--- src/rtl/cpu_pkg.sv ---
`default_nettype none
// ============================================================================
//  Module      : cpu_pkg
//  Description : Shared opcode/subcode constants, decoded source/destination
//                record and a small hazard-compare helper used by fr_stage.
//  Revision    : 1.0 - initial release
// ============================================================================
package cpu_pkg;

  // Register index width for a 16-entry architectural file
  localparam int REG_W = 4;

  // Major opcodes, ins[15:12]
  localparam logic [3:0] OP_ADD  = 4'b0000;
  localparam logic [3:0] OP_SUB  = 4'b0001;
  localparam logic [3:0] OP_MUL  = 4'b0010;
  localparam logic [3:0] OP_DIV  = 4'b0011;
  localparam logic [3:0] OP_SMEM = 4'b0100;
  localparam logic [3:0] OP_JMP  = 4'b0110;
  localparam logic [3:0] OP_LD   = 4'b0111;
  localparam logic [3:0] OP_VLD  = 4'b1100;
  localparam logic [3:0] OP_VST  = 4'b1101;
  localparam logic [3:0] OP_DOT  = 4'b1110;

  // Subcodes: scalar memory selects ld/st in ins[7:4]; jump conditions
  localparam logic [3:0] SUB_LD  = 4'd0;
  localparam logic [3:0] SUB_ST  = 4'd1;
  localparam logic [3:0] SUB_JZ  = 4'd0;
  localparam logic [3:0] SUB_JNZ = 4'd1;
  localparam logic [3:0] SUB_JS  = 4'd2;
  localparam logic [3:0] SUB_JNS = 4'd3;

  // Decoded register usage of one instruction
  typedef struct packed {
    logic             s1_v;
    logic [REG_W-1:0] s1;
    logic             s2_v;
    logic [REG_W-1:0] s2;
    logic             d_v;
    logic [REG_W-1:0] d;
  } src_dst_t;

  // True when either valid source of sd reads the register held in a valid slot
  function automatic logic slot_hit(input src_dst_t sd,
                                    input logic slot_v,
                                    input logic [REG_W-1:0] slot_r);
    return slot_v && ((sd.s1_v && (sd.s1 == slot_r)) ||
                      (sd.s2_v && (sd.s2 == slot_r)));
  endfunction

endpackage
`default_nettype wire

--- src/rtl/fr_decode.sv ---
`default_nettype none
// ============================================================================
//  Module      : fr_decode
//  Description : Combinational register-usage decoder. Maps an instruction
//                word onto its source and destination register fields.
//  Revision    : 1.0 - initial release
// ============================================================================
module fr_decode
  import cpu_pkg::*;
(
  input  logic [15:0] i_ins,
  output src_dst_t    o_sd
);

  logic [3:0] w_op;
  logic [3:0] w_sub;

  assign w_op  = i_ins[15:12];
  assign w_sub = i_ins[7:4];

  // Field extraction per opcode; anything unrecognised uses no registers
  always_comb begin
    o_sd = '0;
    case (w_op)
      OP_ADD, OP_SUB, OP_MUL, OP_DIV, OP_DOT: begin
        o_sd.s1_v = 1'b1;
        o_sd.s1   = i_ins[11:8];
        o_sd.s2_v = 1'b1;
        o_sd.s2   = i_ins[7:4];
        o_sd.d_v  = 1'b1;
        o_sd.d    = i_ins[3:0];
      end
      OP_JMP: begin
        // condition register and target register, nothing written
        o_sd.s1_v = 1'b1;
        o_sd.s1   = i_ins[11:8];
        o_sd.s2_v = 1'b1;
        o_sd.s2   = i_ins[3:0];
      end
      OP_SMEM: begin
        if (w_sub == SUB_LD) begin
          o_sd.s1_v = 1'b1;
          o_sd.s1   = i_ins[11:8];
          o_sd.d_v  = 1'b1;
          o_sd.d    = i_ins[3:0];
        end else if (w_sub == SUB_ST) begin
          // store data travels on operand 1, address on operand 2
          o_sd.s1_v = 1'b1;
          o_sd.s1   = i_ins[3:0];
          o_sd.s2_v = 1'b1;
          o_sd.s2   = i_ins[11:8];
        end
      end
      OP_LD: begin
        o_sd.s1_v = 1'b1;
        o_sd.s1   = i_ins[11:8];
        o_sd.d_v  = 1'b1;
        o_sd.d    = i_ins[3:0];
      end
      OP_VLD, OP_VST: begin
        o_sd.s1_v = 1'b1;
        o_sd.s1   = i_ins[11:8];
        o_sd.s2_v = 1'b1;
        o_sd.s2   = i_ins[3:0];
      end
      default: ;
    endcase
  end

endmodule
`default_nettype wire

--- src/rtl/fr_stage.sv ---
`default_nettype none
// ============================================================================
//  Module      : fr_stage
//  Description : Fetch-result / register-read stage feeding the two-stage
//                execute ALU. Owns the register file, tracks destinations of
//                the three in-flight slots (fr, x, x2) and stalls on RAW
//                hazards. Execute-2 writeback commits into the file here.
//  Config      : FR_FORWARD_EN - when defined, a hazard against the x2 slot
//                only is resolved by forwarding the writeback value (and any
//                read of the register being written returns wb_data). When
//                undefined, every hazard stalls until the value is committed.
//  Revision    : 1.0 - initial release
// ============================================================================
module fr_stage
  import cpu_pkg::*;
#(
  parameter int NREGS = 16,
  parameter int XLEN  = 16
) (
  input  logic             clk,
  input  logic             rst_n,
  input  logic             in_valid,
  output logic             in_ready,
  input  logic [XLEN-1:0]  in_ins,
  input  logic [XLEN-1:0]  in_pc,
  input  logic             wb_en,
  input  logic [REG_W-1:0] wb_reg,
  input  logic [XLEN-1:0]  wb_data,
  input  logic             flush,
  output logic             fr_valid,
  output logic [XLEN-1:0]  fr_ins,
  output logic [XLEN-1:0]  fr_pc,
  output logic [XLEN-1:0]  fr_operand_1,
  output logic [XLEN-1:0]  fr_operand_2
);

  // --------------------------------------------------------------------------
  // Storage
  // --------------------------------------------------------------------------
  logic [XLEN-1:0]  r_rf [NREGS];

  logic             r_fr_valid;
  logic [XLEN-1:0]  r_fr_ins;
  logic [XLEN-1:0]  r_fr_pc;
  logic [XLEN-1:0]  r_fr_op1;
  logic [XLEN-1:0]  r_fr_op2;

  // Destination scoreboard: D1 = fr slot, D2 = x slot, D3 = x2 slot
  logic             r_d1_v;
  logic [REG_W-1:0] r_d1_r;
  logic             r_d2_v;
  logic [REG_W-1:0] r_d2_r;
  logic             r_d3_v;
  logic [REG_W-1:0] r_d3_r;

  // --------------------------------------------------------------------------
  // Decode, hazard detection and operand read
  // --------------------------------------------------------------------------
  src_dst_t         w_sd;
  logic             w_hit1;
  logic             w_hit2;
  logic             w_stall;
  logic             w_capture;
  logic [XLEN-1:0]  w_rd1;
  logic [XLEN-1:0]  w_rd2;

  fr_decode u_decode (
    .i_ins (in_ins),
    .o_sd  (w_sd)
  );

  assign w_hit1 = slot_hit(w_sd, r_d1_v, r_d1_r);
  assign w_hit2 = slot_hit(w_sd, r_d2_v, r_d2_r);

`ifdef FR_FORWARD_EN
  // The x2 slot is the one writing back this cycle, so its value is already
  // on wb_data; only the two younger slots have to wait.
  assign w_stall = w_hit1 | w_hit2;
`else
  logic w_hit3;
  assign w_hit3  = slot_hit(w_sd, r_d3_v, r_d3_r);
  assign w_stall = w_hit1 | w_hit2 | w_hit3;
`endif

  // Reset and flush both refuse input; flush drops it so upstream can refetch
  assign in_ready  = rst_n & ~flush & ~w_stall;
  assign w_capture = in_valid & in_ready;

  // Source operand read, with write-through of a same-cycle commit if enabled
  always_comb begin
    w_rd1 = r_rf[w_sd.s1];
    w_rd2 = r_rf[w_sd.s2];
`ifdef FR_FORWARD_EN
    if (wb_en && (wb_reg == w_sd.s1)) w_rd1 = wb_data;
    if (wb_en && (wb_reg == w_sd.s2)) w_rd2 = wb_data;
`endif
  end

  // --------------------------------------------------------------------------
  // Register file: commit from the end of execute stage 2 (contents not reset)
  // --------------------------------------------------------------------------
  always_ff @(posedge clk) begin
    if (wb_en) r_rf[wb_reg] <= wb_data;
  end

  // --------------------------------------------------------------------------
  // Issue register and destination scoreboard advance
  // --------------------------------------------------------------------------
  always_ff @(posedge clk or negedge rst_n) begin
    if (!rst_n) begin
      r_fr_valid <= 1'b0;
      r_fr_ins   <= '0;
      r_fr_pc    <= '0;
      r_fr_op1   <= '0;
      r_fr_op2   <= '0;
      r_d1_v     <= 1'b0;
      r_d1_r     <= '0;
      r_d2_v     <= 1'b0;
      r_d2_r     <= '0;
      r_d3_v     <= 1'b0;
      r_d3_r     <= '0;
    end else if (flush) begin
      // Kill the fr and x slots; the x2 entry is older than the jump's
      // consequences and still commits, so its record is left alone.
      r_fr_valid <= 1'b0;
      r_fr_ins   <= '0;
      r_d1_v     <= 1'b0;
      r_d2_v     <= 1'b0;
    end else begin
      r_d3_v <= r_d2_v;
      r_d3_r <= r_d2_r;
      r_d2_v <= r_d1_v;
      r_d2_r <= r_d1_r;
      if (w_capture) begin
        r_fr_valid <= 1'b1;
        r_fr_ins   <= in_ins;
        r_fr_pc    <= in_pc;
        r_fr_op1   <= w_rd1;
        r_fr_op2   <= w_rd2;
        r_d1_v     <= w_sd.d_v;
        r_d1_r     <= w_sd.d;
      end else begin
        // Bubble: pc/operands hold to avoid needless toggling downstream
        r_fr_valid <= 1'b0;
        r_fr_ins   <= '0;
        r_d1_v     <= 1'b0;
      end
    end
  end

  assign fr_valid     = r_fr_valid;
  assign fr_ins       = r_fr_ins;
  assign fr_pc        = r_fr_pc;
  assign fr_operand_1 = r_fr_op1;
  assign fr_operand_2 = r_fr_op2;

endmodule
`default_nettype wire
--- config.mk ---
export PLATFORM = sky130hd
export DESIGN_NAME = fr_stage
export DESIGN_NICKNAME = d
export VERILOG_FILES = /design/src/rtl/cpu_pkg.sv /design/src/rtl/fr_decode.sv /design/src/rtl/fr_stage.sv
export SDC_FILE = /design/constraint.sdc
export NUM_CORES = 1
export LEC_CHECK = 0
export ABC_CLOCK_PERIOD_IN_PS = 6320
export CORE_MARGIN = 2
export CORE_UTILIZATION = 42
export CTS_CLUSTER_SIZE = 10
export DETAILED_ROUTE_END_ITERATION = 8
export PLACE_DENSITY = 0.71
export SETUP_SLACK_MARGIN = 0.4
export SKIP_LAST_GASP = 1
export SLEW_MARGIN = 25
export SYNTH_ARGS = -nofsm -noshare
export SYNTH_HDL_FRONTEND = slang
export SYNTH_HIERARCHICAL = 1
export SYNTH_SLANG_ARGS = --single-unit
--- constraint.sdc ---
create_clock -name clk -period 6.32 [get_ports clk]
set_clock_uncertainty 0.15 [all_clocks]
set_input_delay 1.264 -clock clk [delete_from_list [all_inputs] [get_ports clk]]
set_output_delay 1.264 -clock clk [all_outputs]
set_load 0.02 [all_outputs]
* Word level (Yosys, flattened, before mapping)
Memory sizes are Yosys's and may differ from the RTL's. A register that Yosys moved wholly into a read port is not among the register bits. Cells that the tools add are included.
Operators by class: bitwise logic cells 7, eq/ne operators 16, muxes and demuxes 16, reduce and logical (&&, ||, !) cells 21
Operators by type and width (number):
- 2-to-1 mux 16 bit | 2
- == test 4 bit | 6
- case mux 5 bit (2 select lines) | 2
- 2-to-1 mux 5 bit | 3
- case mux 5 bit (3 select lines) | 1
- == test 4 x 3 -> 1 bit (second input constant) | 3
- == test 4 bit (second input constant) | 3
- 2-to-1 mux 10 bit | 1
- logical AND 1 bit | 9
- OR reduction 9 bit | 1
- == test 4 x 1 -> 1 bit (second input constant) | 2
- == test 4 x 2 -> 1 bit (second input constant) | 2
- zero test 4 bit | 2
- 2-to-1 mux 1 bit | 7
- OR reduction 6 bit | 1
- OR reduction 5 bit | 1
- AND 1 bit | 3
- logical OR 1 bit | 3
- OR reduction 3 bit | 1
- zero test 1 bit | 2
- inverter 1 bit | 2
- OR 1 bit | 2
- AND reduction 2 bit | 1
Storage, ports and cells: logic and storage cells 70, flip-flop bits (word level) 48, input bits 57, bits in writable memories 256, memories 1
Memories:
- r_rf | words 16, width 16, read ports 2, clocked after Yosys merged registers in 2, wr ports 1, line fr_stage.sv:40 | logic [XLEN-1:0] r_rf [NREGS];

* Logic depth before layout (Yosys ltp)
word-level depth 15, mapped depth 15, gate-level depth less buffers 9

* Modules after synthesis
Netlist, hierarchy kept.
Modules (own cells, without submodules):
- fr_stage | cells each 773, seq. area each 9689.3 um^2, area each 15043.2 um^2, times used 1
- fr_decode | cells each 65, seq. area each 0.0 um^2, area each 505.5 um^2, times used 1

* Worst setup path after synthesis
No wires, ideal clock.
path type input to output, start point input in_ins[15], end point output in_ready, arrival time 3.327 ns, stages on the path 12, path slack 1.579 ns, cell sequence buf_6 -> nor4bb_4 -> and2_4 -> a221o_1 -> buf_6 -> xor2_1 -> nor3_1 -> nand4_1 -> and4_1 -> clkbuf_1 -> clkbuf_1 -> and3_2
RTL lines:
- start: declaration | line fr_stage.sv:24 | input logic [XLEN-1:0] in_ins,
- end: declaration | line fr_stage.sv:23 | output logic in_ready,

==> metrics.md <==
| Metric | Value |
|---|---|
| CP peak stage delay | `0.57 ns` |
| Status | `finished clean` |
| Placed cell count | `1393` |
| Worst setup margin | `0.604 ns` |
| IO Count | `123` |
| Pre-CTS WS | `0.401 ns` |
| Initial DRC Count | `678` |
| Number of buffers created by CTS | `40` |
| Pwr dens | `308 mW/mm2` |
| Arrival time at the worst endpoint | `4.30 ns` |
| Post-DP HPWL | `21300 um` |
| P_leak | `6.46 nW` |
| H-tree levels | `2` |
| CTS tree | `done` |
| Peak fanout along the critical path | `11` |
| Global-route wire length before repair | `55300 um` |
| Cts hold-fix bufs | `0` |
| Fin crit period | `5.72 ns` |
| Clock Pin Slew Worst Setup and Hold Paths | `0.05 ns` |
| Crit path required time | `4.91 ns` |
| Routed Antenna Nets | `0` |
| Crit path capture type | `output pin` |
| Clk sink count | `336` |
| CP max stage cell | `clkdlybuf4s50_1` |
| Per-cell routed wire length | `24.9 um` |
| FMAX | `175 MHz` |
| Vias/cell | `5.90` |
| Clock Tree Root | `clkbuf_16` |
| Multi-input logic area | `0.00551 mm2` |
| Number of global-route vias before repair | `9107` |
| Vias | `8676` |
| Core Footprint | `0.0365 mm2` |
| Total congestion overflow | `0` |
| Worst path cell trace | `clkdlybuf4s50_1, nor4_2, buf_4, and2_4, a221o_1, xor2_1, nor3_1, nand4_1, and4_1, and3_2, clkdlybuf4s50_1` |
| Final setup vio count | `0` |
| R2R cell count | `8` |
| Peak VDD IR | `0.178 mV` |
| CP Launch Type | `primary input` |
| Die H | `196 um` |
| Synth unique cells | `55` |
| RSZ-0062 raised after global routing | `false` |
| Drt pass-1 iters | `5` |
| Register area share after synthesis | `62.3%` |
| Final Slew Violations | `0` |
| CTS Buffer Depth | `3` |
| Endpoints failing hold | `0` |
| Tot Pwr | `5.69 mW` |
| RePlAce Congestion | `0.818` |
| Number of port buffers | `122` |
| Largest net degree at the start of global routing | `65` |
| Post-synth EDFFs | `256` |
| Yosys warns | `6` |
| Worst Max-Slew Pin Slew | `0.993 ns` |
| Crit path top cell by count | `clkdlybuf4s50_1` |
| Hold Path Class | `flip-flop to flip-flop` |
| Syn Area/Cell | `18.6 um2` |
| Post-route DRC | `0` |
| Fill count | `2905` |
| Max_cap viols | `0` |
| Post-Syn Area | `0.0155 mm2` |
| Hold Path Stages | `1` |
| Die width | `196 um` |
| Starting Density | `42.6%` |
| #FFs+latches synth | `336` |
| Nets | `1027` |
| # rows | `70` |
| Cell count after synthesis | `838` |
| Proportion of layout cells with a drive suffix above 1 | `31.1%` |
| Async S/R FF share, synth | `23.8%` |
| Clk_lat worst skew | `0.54 ns` |
| Non-Filler Instances | `1471` |
| Worst hold slack | `0.356 ns` |
| Final Routed Wirelength | `36600 um` |
| Area Growth Syn to Fin | `18.9%` |
| Dominant synthesized flop cell | `edfxtp_1` |
| Relative slew margins | `33.8%` |
| Flip-flop and latch area | `0.00969 mm2` |
| Critical setup path kind | `primary input to output pin` |
| TNS Setup | `0 ns` |
| Final period utilization | `90.4%` |
| Mapped Nets | `895` |
| Initial antenna violation count | `2` |
| Total GRT Usage | `19.4%` |
| Die area | `0.0386 mm2` |
power by group:
| group | internal, mW | total, mW | switching [mW] | leakage (nW) |
|---|---|---|---|---|
| combinational | 0.508 | 0.969 | 0.461 | 2.56 |
| sequential | 2.52 | 2.60 | 0.0835 | 3.32 |
| clock | 1.25 | 2.11 | 0.865 | 0.572 |
final cells by class:
| cell class | count | share of cell area (%) |
|---|---|---|
| sequential | 336 | 52.4 |
| multi-input combinational | 433 | 29.8 |
| timing repair buffer | 156 | 8.06 |
| clock buffer | 69 | 6.06 |
| tap | 468 | 3.17 |
| inverter | 3 | 0.0609 |
| antenna | 1 | 0.0135 |
| clock inverter | 5 | 0.433 |
logic make-up after synthesis:
logic type	count (synthesis)	synth area share [%]
compound gates	87	4.38
xor+xnor	24	1.50
buf+inv	69	2.80
flops	336	62.3
mux	193	24.4
simple gates	129	4.61
synth_stat cells (4+ instances only):
library cell | count | area, um2
mux4_2 | 128 | 2880
clkbuf_1 | 27 | 101
nand2_1 | 43 | 161
mux2_2 | 12 | 135
nand3_1 | 7 | 35.0
nor2b_1 | 4 | 25.0
buf_1 | 6 | 22.5
buf_6 | 6 | 67.6
xor2_1 | 16 | 140
mux2i_1 | 4 | 40.0
nor3_1 | 9 | 45.0
buf_2 | 18 | 90.1
and3_2 | 7 | 52.6
nor2_1 | 16 | 60.1
nand4_1 | 9 | 56.3
buf_12 | 6 | 120
xnor2_1 | 5 | 43.8
edfxtp_1 | 256 | 7690
dfrtp_1 | 80 | 2000
a22oi_1 | 64 | 480
o211ai_1 | 4 | 30.0
and3_1 | 11 | 68.8
mux2_4 | 49 | 736
flip-flops by register name, summed over array words and instances, names as in the netlist:
signal	count
r_rf	256
fr_ins	16
fr_operand_1	16
fr_operand_2	16
fr_pc	16
r_d1_r	4
r_d2_r	4
r_d3_r	4
fr_valid	1
r_d1_v	1
r_d2_v	1
r_d3_v	1
per-layer routing:
layer  vias to the layer above  part of all wire, %  global-route usage (%)
met4                         2                  3.0                    6.59
li1                       3722                    -                       -
met1                      4512                   39                    24.9
met2                       369                   50                    32.9
met3                        71                  7.9                    4.18
met5                         -                0.030                       0
cell usage in the layout, fill, tap and decap left out, types with 12 or more instances in the layout:
cell | synthesis | routed
mux2_2 | 12 | 12
clkbuf_16 | 0 | 40
nand2_1 | 43 | 43
buf_4 | 3 | 34
edfxtp_1 | 256 | 256
clkbuf_1 | 27 | 28
mux2_4 | 49 | 49
a22oi_1 | 64 | 64
xor2_1 | 16 | 16
clkdlybuf4s50_1 | 0 | 118
dfrtp_1 | 80 | 80
mux4_2 | 128 | 128
timing repair:
item | CTS | global route
endpoints found under the setup margin | 1 | 1
cloned | 0 | 0
setup buffers | 0 | 3
gates resized for setup | 1 | 2
pin swaps | 0 | 2
final timing paths:
kind	startpoint	endpoint	slack (ns)
worst min register to register	fr_pc[4]$_DFFE_PN0P_	fr_pc[4]$_DFFE_PN0P_	0.36
worst max-delay path	in_ins[12]	in_ready	0.60
min in group asynchronous	rst_n	fr_ins[11]$_DFF_PN0_	0.52
worst min-delay path	fr_pc[4]$_DFFE_PN0P_	fr_pc[4]$_DFFE_PN0P_	0.36
worst max register to register	r_d1_r[3]$_DFFE_PN0P_	fr_operand_1[12]$_DFFE_PN0P_	3.65
max in group asynchronous	rst_n	fr_operand_1[12]$_DFFE_PN0P_	4.46
worst max-delay path: cells and delay by family:
family / cells / cell delay, ns
xor gates and xnor gates: 1 / 0.11
and+or+nand+nor: 6 / 1.24
AOI/OAI and AO/OA: 1 / 0.35
buffers and inverters: 3 / 1.33
through the flow:
| stage | cell area, um2 | utilization, % |
|---|---|---|
| CTS | 18500 | 50.5 |
| global placement | 17200 | 47.2 |
| floorplan | 15500 | - |
| global route | 18500 | 50.6 |
| finish | 18500 | 50.6 |
| detailed placement | 17300 | 47.2 |
Power figures use the tool's default switching activity.
